$ cat src/rtl/alu_pipe.sv
// Pipelined ALU with valid/ready handshake, SYNC_STAGES operand stages and a single-entry output register.
// Optional macro ALU_FLAGS_EN adds a registered {C, V, N, Z} flags output.
module alu_pipe #(
  parameter int WIDTH       = 8,
  parameter int SYNC_STAGES = 3
) (
  input  logic             clk,
  input  logic             rst,
  input  logic             in_valid,
  output logic             in_ready,
  input  logic [WIDTH-1:0] A,
  input  logic [WIDTH-1:0] B,
  input  logic [4:0]       Sel,
  input  logic             CarryIn,
  output logic             out_valid,
  input  logic             out_ready,
  output logic [WIDTH-1:0] Y
`ifdef ALU_FLAGS_EN
  ,
  output logic [3:0]       flags
`endif
);

  localparam int LAST = SYNC_STAGES - 1;

  logic [WIDTH-1:0] a_q   [SYNC_STAGES];
  logic [WIDTH-1:0] a_d   [SYNC_STAGES];
  logic [WIDTH-1:0] b_q   [SYNC_STAGES];
  logic [WIDTH-1:0] b_d   [SYNC_STAGES];
  logic [4:0]       sel_q [SYNC_STAGES];
  logic [4:0]       sel_d [SYNC_STAGES];
  logic             ci_q  [SYNC_STAGES];
  logic             ci_d  [SYNC_STAGES];
  logic             vld_q [SYNC_STAGES];
  logic             vld_d [SYNC_STAGES];

  logic             out_valid_q, out_valid_d;
  logic [WIDTH-1:0] y_q, y_d;
  logic [WIDTH-1:0] res_y;
  logic             stall;

  function automatic logic [WIDTH-1:0] calc_y(input logic [WIDTH-1:0] a,
                                               input logic [WIDTH-1:0] b,
                                               input logic [4:0]       sel,
                                               input logic             ci);
    logic [WIDTH:0] sum;
    logic [WIDTH-1:0] y;
    sum = '0;
    y   = '0;
    case (sel[4:3])
      2'b00: begin
        if (sel[2]) begin
          case (sel[1:0])
            2'b00: y = a;
            2'b01: begin
              sum = {1'b0, a} + {1'b0, b} + {{WIDTH{1'b0}}, ci};
              y   = sum[WIDTH-1:0];
            end
            2'b10: begin
              sum = {1'b0, a} + {1'b0, b};
              y   = sum[WIDTH-1:0];
            end
            default: y = b;
          endcase
        end else begin
          case (sel[1:0])
            2'b00:   y = a & b;
            2'b01:   y = a | b;
            2'b10:   y = a ^ b;
            default: y = ~a;
          endcase
        end
      end
      2'b01:   y = {a[WIDTH-2:0], 1'b0};
      2'b10:   y = {1'b0, a[WIDTH-1:1]};
      default: y = '0;
    endcase
    return y;
  endfunction

`ifdef ALU_FLAGS_EN
  // Returns {C, V}; only adds and shifts produce a carry, only adds overflow.
  function automatic logic [1:0] calc_cv(input logic [WIDTH-1:0] a,
                                         input logic [WIDTH-1:0] b,
                                         input logic [4:0]       sel,
                                         input logic             ci);
    logic [WIDTH:0] sum;
    logic c;
    logic v;
    sum = '0;
    c   = 1'b0;
    v   = 1'b0;
    case (sel[4:3])
      2'b00: begin
        if (sel[2] && (sel[1:0] == 2'b01 || sel[1:0] == 2'b10)) begin
          sum = {1'b0, a} + {1'b0, b} + {{WIDTH{1'b0}}, (sel[1:0] == 2'b01) & ci};
          c   = sum[WIDTH];
          v   = (a[WIDTH-1] == b[WIDTH-1]) && (sum[WIDTH-1] != a[WIDTH-1]);
        end
      end
      2'b01:   c = a[WIDTH-1];
      2'b10:   c = a[0];
      default: c = 1'b0;
    endcase
    return {c, v};
  endfunction

  logic [3:0] flags_q, flags_d;
  logic [1:0] res_cv;
`endif

  assign stall     = out_valid_q & ~out_ready;
  assign in_ready  = ~stall;
  assign out_valid = out_valid_q;
  assign Y         = y_q;
  assign res_y     = calc_y(a_q[LAST], b_q[LAST], sel_q[LAST], ci_q[LAST]);

  always_comb begin
    a_d   = a_q;
    b_d   = b_q;
    sel_d = sel_q;
    ci_d  = ci_q;
    vld_d = vld_q;
    if (!stall) begin
      vld_d[0] = in_valid;
      a_d[0]   = A;
      b_d[0]   = B;
      sel_d[0] = Sel;
      ci_d[0]  = CarryIn;
      for (int k = 1; k < SYNC_STAGES; k++) begin
        vld_d[k] = vld_q[k-1];
        a_d[k]   = a_q[k-1];
        b_d[k]   = b_q[k-1];
        sel_d[k] = sel_q[k-1];
        ci_d[k]  = ci_q[k-1];
      end
    end
  end

  // Compute stage -> output register; a bubble only clears out_valid, Y keeps its value.
  always_comb begin
    out_valid_d = out_valid_q;
    y_d         = y_q;
    if (!stall) begin
      out_valid_d = vld_q[LAST];
      if (vld_q[LAST]) y_d = res_y;
    end
  end

`ifdef ALU_FLAGS_EN
  assign res_cv = calc_cv(a_q[LAST], b_q[LAST], sel_q[LAST], ci_q[LAST]);
  assign flags  = flags_q;

  always_comb begin
    flags_d = flags_q;
    if (!stall && vld_q[LAST])
      flags_d = {res_cv[1], res_cv[0], res_y[WIDTH-1], (res_y == '0)};
  end

  always_ff @(posedge clk or posedge rst) begin
    if (rst) flags_q <= 4'b0000;
    else     flags_q <= flags_d;
  end
`endif

  always_ff @(posedge clk) begin
    a_q   <= a_d;
    b_q   <= b_d;
    sel_q <= sel_d;
    ci_q  <= ci_d;
  end

  always_ff @(posedge clk or posedge rst) begin
    if (rst) begin
      for (int k = 0; k < SYNC_STAGES; k++) vld_q[k] <= 1'b0;
      out_valid_q <= 1'b0;
      y_q         <= '0;
    end else begin
      vld_q       <= vld_d;
      out_valid_q <= out_valid_d;
      y_q         <= y_d;
    end
  end

endmodule

$ cat config.mk
export PLATFORM = sky130hd
export DESIGN_NAME = alu_pipe
export DESIGN_NICKNAME = d
export VERILOG_FILES = /design/src/rtl/alu_pipe.sv
export SDC_FILE = /design/constraint.sdc
export NUM_CORES = 1
export LEC_CHECK = 0
export CORE_MARGIN = 5
export CORE_UTILIZATION = 50
export DETAILED_ROUTE_END_ITERATION = 8
export PLACE_DENSITY = 0.75
export SLEW_MARGIN = 20
export SYNTH_ARGS = -nofsm -noshare
export SYNTH_HDL_FRONTEND = slang
export SYNTH_SLANG_ARGS = --single-unit
$ cat constraint.sdc
create_clock -name clk -period 3.3 [get_ports clk]
set_input_delay 0.66 -clock clk [delete_from_list [all_inputs] [get_ports clk]]
set_output_delay 0.66 -clock clk [all_outputs]
set_load 0.1 [all_outputs]
Word level (Yosys, flattened, before mapping)
Cells that the tools add are included.
{ "word_totals": {"ff_bits": 78, "in_bits": 26, "out_inout_bits": 10, "word_cells": 37} }
{ "op_classes": {"n_addsub": 2, "n_eq_ne": 4, "muxes": 4, "n_bitwise": 7, "n_reduce_logical": 3} }
{ "ops": {"columns": ["operator", "count"], "rows": [
  ["$pmux W8 S3", 3],
  ["$add A8 B1 Y8", 1],
  ["$add A8 B8 Y8", 1],
  ["$and A8 B8 Y8", 1],
  ["$mux W8", 1],
  ["$not A8 Y8", 1],
  ["$or A8 B8 Y8", 1],
  ["$xor A8 B8 Y8", 1],
  ["$eq A2 B1 Y1 const B", 2],
  ["$eq A2 B2 Y1 const B", 2],
  ["$logic_not A2 Y1", 2],
  ["$not A1 Y1", 2],
  ["$reduce_and A2 Y1", 1],
  ["$and A1 B1 Y1", 1]
]} }

Logic depth before layout (Yosys ltp)
{ "logic_depth": {"word_depth": 5, "mapped_depth": 11, "mapped_depth_nobuf": 11} }

Worst setup path before layout
No wires, ideal clock.
{ "synth_path": {"path_type": "register -> register", "startpoint": "reg out_valid_q, in the netlist out_valid", "endpoint": "reg y_q[7], in the netlist Y[7]", "arrival_time_ns": 4.848, "path_slack_ns": -1.683, "stages_incl_launch_ff": 7, "period_less_slack_ns": 4.983, "cell_sequence": "dfrtp_1 > nand2b_1 > clkbuf_1 > nand2_1 > a221o_1 > o21ai_0 > o211ai_1"} }
{ "synth_between": {"elab_chain_cells": 3} }
{ "synth_rtl": {"columns": ["element", "line_no", "rtl"], "rows": [
  ["start, declared", "37", "logic out_valid_q, out_valid_d;"],
  ["start signal, assigned", "180", "out_valid_q <= out_valid_d;"],
  ["$and A1 B1 Y1", "112", "assign stall = out_valid_q & ~out_ready;"],
  ["$not A1 Y1 (no source line)", null, null],
  ["net in_ready", "10", "output logic in_ready,"],
  ["$reduce_and A2 Y1 (no source line)", null, null],
  ["end signal, assigned", "181", "y_q <= y_d;"],
  ["end, declared", "38", "logic [WIDTH-1:0] y_q, y_d;"]
]} }
The timed path passes the listed nets, and every way through them passes these cells.
A chain may end at the register's enable or synchronous reset.

Final worst setup path
{ "layout_path": {"startpoint": "reg a_q[0] in the netlist's numbering", "endpoint": "reg y_q[1], in the netlist Y[1]"} }
{ "layout_between": {"elab_chain_cells": 5} }
{ "layout_rtl": {"columns": ["element", "line_no", "rtl"], "rows": [
  ["start, declared", "26", "logic [WIDTH-1:0] a_q [SYNC_STAGES];"],
  ["start signal, assigned", "167", "a_q <= a_d;"],
  ["$add A8 B8 Y8", "56, 60", null],
  ["$add A8 B1 Y8", "56", "sum = {1'b0, a} + {1'b0, b} + {{WIDTH{1'b0}}, ci};"],
  ["$pmux W8 S3", "53", "case (sel[1:0])"],
  ["$mux W8", "52", "if (sel[2]) begin"],
  ["$pmux W8 S3 *", "50", "case (sel[4:3])"]
]} }
Mark *: on every way between the ends. The rest lies on a longest branch, timed or not.

==> out/summary.txt <==
====================================================================================
Kind of start point of the critical path                                   flip-flop
Number of global-route vias before repair                                       2419
Share of power burned in combinational logic                                   0.471
Number of gates given a new drive strength after cts                               0
R2R Setup Slk                                                                0.50 ns
Post-synth ARST share                                                          0.154
Fmax                                                                         357 MHz
Most utilized layer in the global route result                                  met2
Transition time at the pin with the least slew margin                       0.829 ns
Vertical die dimension                                                       97.3 um
Total track usage                                                              0.157
Fraction of power spent switching nets                                         0.437
Clock-pin transition on the worst setup and hold timing paths                0.08 ns
Sequential share of the synthesized area                                       0.598
Share of cells above drive strength 1                                          0.160
Quantity of I/O buffers inserted on ports                                         35
Hold Crit Endpoint                                                            a_q[2]
Syn nets                                                                         334
Initial drt markers                                                              233
Number of diodes                                                                   0
Post-CTS Hold Buffers                                                              0
Critical-path maximum fanout                                                       4
Count of endpoints failing setup in the final report                               0
Global-route wire length before repair                                      11800 um
Number of top-level design ports                                                  36
Number of antenna violations at the first check in global routing                  0
Outcome                                                                 finished clean
First-pass DRT Iterations                                                          5
Layout Area Growth over Synthesis                                              16.5%
Number of sinks driven by the clock tree                                          78
Met3 track utilization from global routing                                    0.0459
Number of filler cells placed in the layout                                      552
Cell types with the largest area share after synthesis                  edfxtp_1, dfrtp_1, ha_1
Worst skew pair latency                                                      0.36 ns
DRC violation count after routing                                                  0
Hold Crit Start                                                              a_q[10]
Final setup skew                                                           0.0161 ns
Master cell of the clock root buffer                                        clkbuf_8
Total length of routed wires                                                 6950 um
Class of the tightest hold or removal check                             flip-flop to flip-flop
Post-synthesis simple-gate area fraction                                      0.0837
Antenna-violating nets left                                                        0
Crit share post-route                                                          0.848
NumNets Final                                                                    371
Count of distinct cell types in the synthesized netlist                           55
Reported max-cap violation count                                                   0
Initial core utilization                                                       0.520
Worst stage delay on the critical path                                       0.45 ns
Total vias in the final route                                                   2440
Maximum vdd drop                                                            0.550 mV
Pleak                                                                        1.70 nW
Relative contribution of the clock network to total power                      0.150
Final routed wire length divided by cell count                               16.2 um
Count of warnings emitted by yosys                                                 0
Element type at the critical path end                                      flip-flop
Multiplexer share of the synthesized area                                     0.0640
Largest net degree at the start of global routing                                 63
Chip Width                                                                   97.3 um
Number of rows in the core area                                                   31
Primary flip-flop cell chosen by synthesis mapping                          edfxtp_1
R2r startpoint                                                                a_q[0]
GRT Residual Overflow                                                              0
Final number of max-transition violations                                          0
Worst hold path depth                                                              0
Buffers from clock root to sink, at most                                           2
Power per cell area                                                       990 nW/um2
Critical setup path kind                                                flip-flop to flip-flop
Estimated wirelength of the detail-placed design                             4910 um
Design area                                                                 4440 um2
Final-layout setup total negative slack                                         0 ns
Flip-flop and latch count after synthesis                                         78
Met2 capacity usage during global routing                                      0.239
Switch Pwr                                                                   1.92 mW
Number of cells produced by synthesis                                            289
Post-Route Hold Slack                                                       0.414 ns
Max-slew headroom at the worst pin                                             0.448
Overall power after layout                                                   4.40 mW
Worst setup slack before clock tree synthesis                               0.519 ns
Met1 track utilization from global routing                                     0.208
Cells on worst reg2reg path                                                       11
Most area-hungry cell type in the Yosys netlist                             edfxtp_1
Complex-gate fraction of the synthesized area                                  0.127
Sequential share of power                                                      0.379
Internal power                                                               2.48 mW
Post CTS Setup Buffer Count                                                        0
Vias per Instance                                                               5.67
CTS H-Tree Depth                                                                   3
Area after detailed placement                                               4260 um2
Critical path, cell by cell                                             ha_1 -> inv_1 -> fa_1 -> inv_1 -> ha_1 -> mux4_2 -> nor2b_1 -> nor3_1 -> a21oi_1 -> a2bb2oi_1 -> o21ai_0
Adder-Cell Fraction of Synth Area                                             0.0643
Die area                                                                    9470 um2
Setup repair after global routing missed its margin                               no
R2r endpoint                                                                    Y[1]
Post-layout min period                                                       2.80 ns
Post-synth EDFFs                                                                  66
Worst path setup slack after routing                                        0.502 ns
Share of Yosys cell area claimed by the top area cell type                     0.520
Number of buffers inserted during clock tree synthesis                             9
CP max-delay cell                                                           edfxtp_1
Commonest cells after routing, fill and taps aside                      edfxtp_1, inv_1, clkdlybuf4s50_1
Most common cell after layout, fill and taps aside                          edfxtp_1
Mapped cell area                                                            3810 um2
Final weighted congestion in routability-driven placement                      0.911
Final hold violation count                                                         0
Arr. time, crit path                                                         3.02 ns
CTS tree                                                                       built
Largest family of logic cells by synthesized area                       compound AO/OA/AOI/OAI gates
Parity-gate share of the synthesized area counting xor and xnor cells         0.0207
Mean cell area of the mapped netlist                                        13.2 um2
Req. time, crit path                                                         3.53 ns
Standard cell core area                                                     7330 um2
====================================================================================
layer usage:
metal	share of wire	vias to the layer above
met1	0.44	1181
li1	-	1150
met4	0.026	0
met2	0.46	95
met3	0.070	14
met5	0	-
worst max path at each step:
stage | to | cells after the start | start | slack (ns)
final | Y[1] | 11 | a_q[0] | 0.50
after global routing | Y[1] | 11 | a_q[0] | 0.32
after CTS | Y[1] | 11 | a_q[0] | 0.51
after detailed placement | Y[1] | 11 | a_q[0] | 0.52
after global placement | Y[1] | 11 | a_q[0] | 0.51
after floorplan | Y[7] | 7 | out_valid | 0.48
final cells by class:
| type | instances | area, um2 | area share |
|---|---|---|---|
| Clock buffer | 9 | 124 | 0.0279 |
| Clock inverter | 7 | 56.3 | 0.0127 |
| Inverter | 31 | 116 | 0.0262 |
| Multi-Input combinational cell | 169 | 1370 | 0.309 |
| Sequential cell | 78 | 2280 | 0.514 |
| Tap cell | 99 | 124 | 0.0279 |
| Timing Repair Buffer | 37 | 365 | 0.0823 |
worst max-delay path, delay by kind of cell (launching register included):
kind	cells	cell delay (ns)
flip-flops	1	0.45
buffers and inverters	2	0.21
adder cells (fa/ha/maj)	3	0.92
multiplexers	1	0.45
AO/OA/AOI/OAI	3	0.47
AND/OR/NAND/NOR	2	0.18
cells by family after synthesis:
kind of cell / count (synthesis)
adders and majority gates: 19
DFF: 78
muxes: 14
AOI/OAI and AO/OA: 68
and+or+nand+nor: 59
buffers and inverters: 42
xor gates and xnor gates: 9
flip-flops by register name (all words and copies together) (netlist names):
signal	flops
out_valid	1
Y	8
ci_q	3
vld_q	3
b_q	24
a_q	24
sel_q	15
synth_stat cells (all sizes together), types with 4 or more instances:
library cell and instances:
nor2b 6, a211oi 4, xnor2 7, mux4 8, nor2 15, buf 5
nor3 6, edfxtp 66, inv 31, clkbuf 6, nand2b 4, nand2 14
ha 18, a21oi 18, o211ai 7, o21ai 16, dfrtp 12
power by group through the flow:
stage,logic (mW),registers [mW],clock network [mW]
after global placement,2.02,1.68,0
after CTS,2.06,1.67,0.673
after floorplan,1.31,1.94,0
final,2.07,1.67,0.660
after global routing,2.25,1.71,0.717
after detailed placement,2.05,1.69,0
through the flow:
stage / utilization / cells
after floorplan: - / 289
after CTS: 0.606 / 430
after global routing: 0.606 / 430
after detailed placement: 0.581 / 414
final: 0.606 / 430
after global placement: 0.581 / 414
Power figures use the tool's default switching activity.
==> edit: new RTL, same settings <==
Change the parameter `WIDTH` from 8 to 6.
--- a/src/rtl/alu_pipe.sv
+++ b/src/rtl/alu_pipe.sv
@@ -1,7 +1,7 @@
 // Pipelined ALU with valid/ready handshake, SYNC_STAGES operand stages and a single-entry output register.
 // Optional macro ALU_FLAGS_EN adds a registered {C, V, N, Z} flags output.
 module alu_pipe #(
-  parameter int WIDTH       = 8,
+  parameter int WIDTH       = 6,
   parameter int SYNC_STAGES = 3
 ) (
   input  logic             clk,
Ports: changed (resized A, B and Y); port bits go from 36 to 30. The function was not compared with the original's and may differ.
==> edit against the unedited design <==
Wire length down 35%. Critical path type unchanged. First-iteration DRC count down 44%. Sequential cell count decreased by 14. Area after synthesis is 23% lower. Critical endpoint unchanged. Clock power shrank 5.2%. Sequential share of layout area rose by 2.4 points. Worst setup slack better by 100 ps. Final area decreased by 22%. Power fell by 25%.
==> edit: results (changes against the unedited design) <==
- Arrival @ worst endpoint: 2910 ps (was 3020 ps)
- Largest regs: a_q (18), b_q (18), sel_q (15) (was a_q (24), b_q (24), sel_q (15)).
* DP Wirelength: 3140 um (was 4910 um)
- The clock skew came to 5.79 ps (was 16.1 ps).
- Async S/R FF share, synth: 15.6% (was 15.4%)
- Source-to-sink clock delay at the later pin of the worst-skew pair: 340 ps (was 360 ps)
- The leakage power of the design was 0.00136 uW (was 0.00170 uW).
* Net count, final: 286 (was 371)
- Sequential area share after synthesis: 63.4% (was 59.8%)
* Port Buf Inserts: 29 (was 35)
- Register clock-pin slew on the reported worst setup and hold paths: 60 ps (was 80 ps)
- Largest fanout of any net on the critical path: 5 (was 4)
- Outcome: complete, no violations (unchanged)
- Count of TritonRoute iterations in the first routing pass: 4 (was 5)
- The number of cells on the worst reg-to-reg path is 10 (was 11).
- The number of violations reported at the end of detailed-routing iteration 0 came to 131 (was 233).
* Placer congestion estimate: 0.902 (was 0.911)
- The fraction of final layout cells sized beyond drive strength 1 is 14.2% (was 16.0%).
- Synth cell count leaders: edfxtp_1, inv_1, nor2_1 (was edfxtp_1, inv_1, ha_1)
- Synthesized netlist net count: 256 (was 334)
* Slew at the pin with the worst max-slew slack: 812 ps (was 829 ps)
- Synth unique cells: 51 (was 55)
- Global-route wire length before repair: 7870 um (was 11,800 um)
- The flop-to-flop setup slack came to 600 ps (was 500 ps).
- The peak ir drop on the vdd network is 0.000554 V (was 0.000550 V).
- WL per Instance: 13.7 um (was 16.2 um)
* Largest net degree at the start of global routing: 55 (was 63)
* Dominant cells by area after synthesis: edfxtp_1, dfrtp_1, ha_1 (unchanged)
- The endpoint with the worst hold slack is b_q[11] (was a_q[2]).
## edit: cell families (layout without fill, tap and decap cells)
group | Yosys count | after routing | share of synthesized area, %
muxes | 10 | 10 | 5.51
buffers and inverters | 29 | 64 | 3.77
and+or+nand+nor | 49 | 49 | 7.88
xor gates and xnor gates | 7 | 7 | 2.08
DFF | 64 | 64 | 63.4
AOI/OAI and AO/OA | 45 | 45 | 10.8
adders and majority gates | 15 | 15 | 6.61
## edit: area by class of cell
type                       count  area, um2  share of cell area, %
clock inverter                 6       60.1                   1.72
clock buffer                  10        128                   3.66
tap                           75       93.8                   2.69
sequential                    64       1870                   53.7
inverter                      18       67.6                   1.94
timing repair buffer          30        290                   8.33
multi-input combinational    126        972                   27.9
## edit: routing by layer
layer | wire length (um) | vias to the layer above | GRT usage [%]
li1 | - | 870 | -
met5 | 0 | - | 0
met2 | 2160 | 56 | 21.3
met3 | 343 | 12 | 4.92
met1 | 1900 | 823 | 16.4
met4 | 116 | 0 | 9.21
## edit: metrics by stage
stage | setup WS, ps | hold slack [ps] | area (um2) | instances | util, %
5_1_grt | 458 | 430 | 3480 | 329 | 59.9
3_3_place_gp | 714 | 400 | 3300 | 313 | 56.7
2_1_floorplan | 121 | 400 | 2950 | 219 | -
4_1_cts | 610 | 420 | 3480 | 329 | 59.9
3_5_place_dp | 649 | 405 | 3300 | 313 | 56.7
6_report | 602 | 418 | 3480 | 329 | 59.9
## edit: worst max-delay path by stage
stage / endpoint / slack, ps / depth (start not counted)
global route: Y[1] / 460 / 10
detailed placement: Y[1] / 650 / 10
finish: Y[1] / 600 / 10
floorplan: Y[5] / 120 / 8
global placement: Y[1] / 710 / 10
CTS: Y[1] / 610 / 10
## edit: power by group through the flow
stage	Clock (uW)	Combinational, uW	Sequential [uW]
2_1_floorplan	0	884	1520
3_3_place_gp	0	1280	1370
3_5_place_dp	0	1310	1380
4_1_cts	648	1320	1360
5_1_grt	683	1450	1400
6_report	626	1320	1360
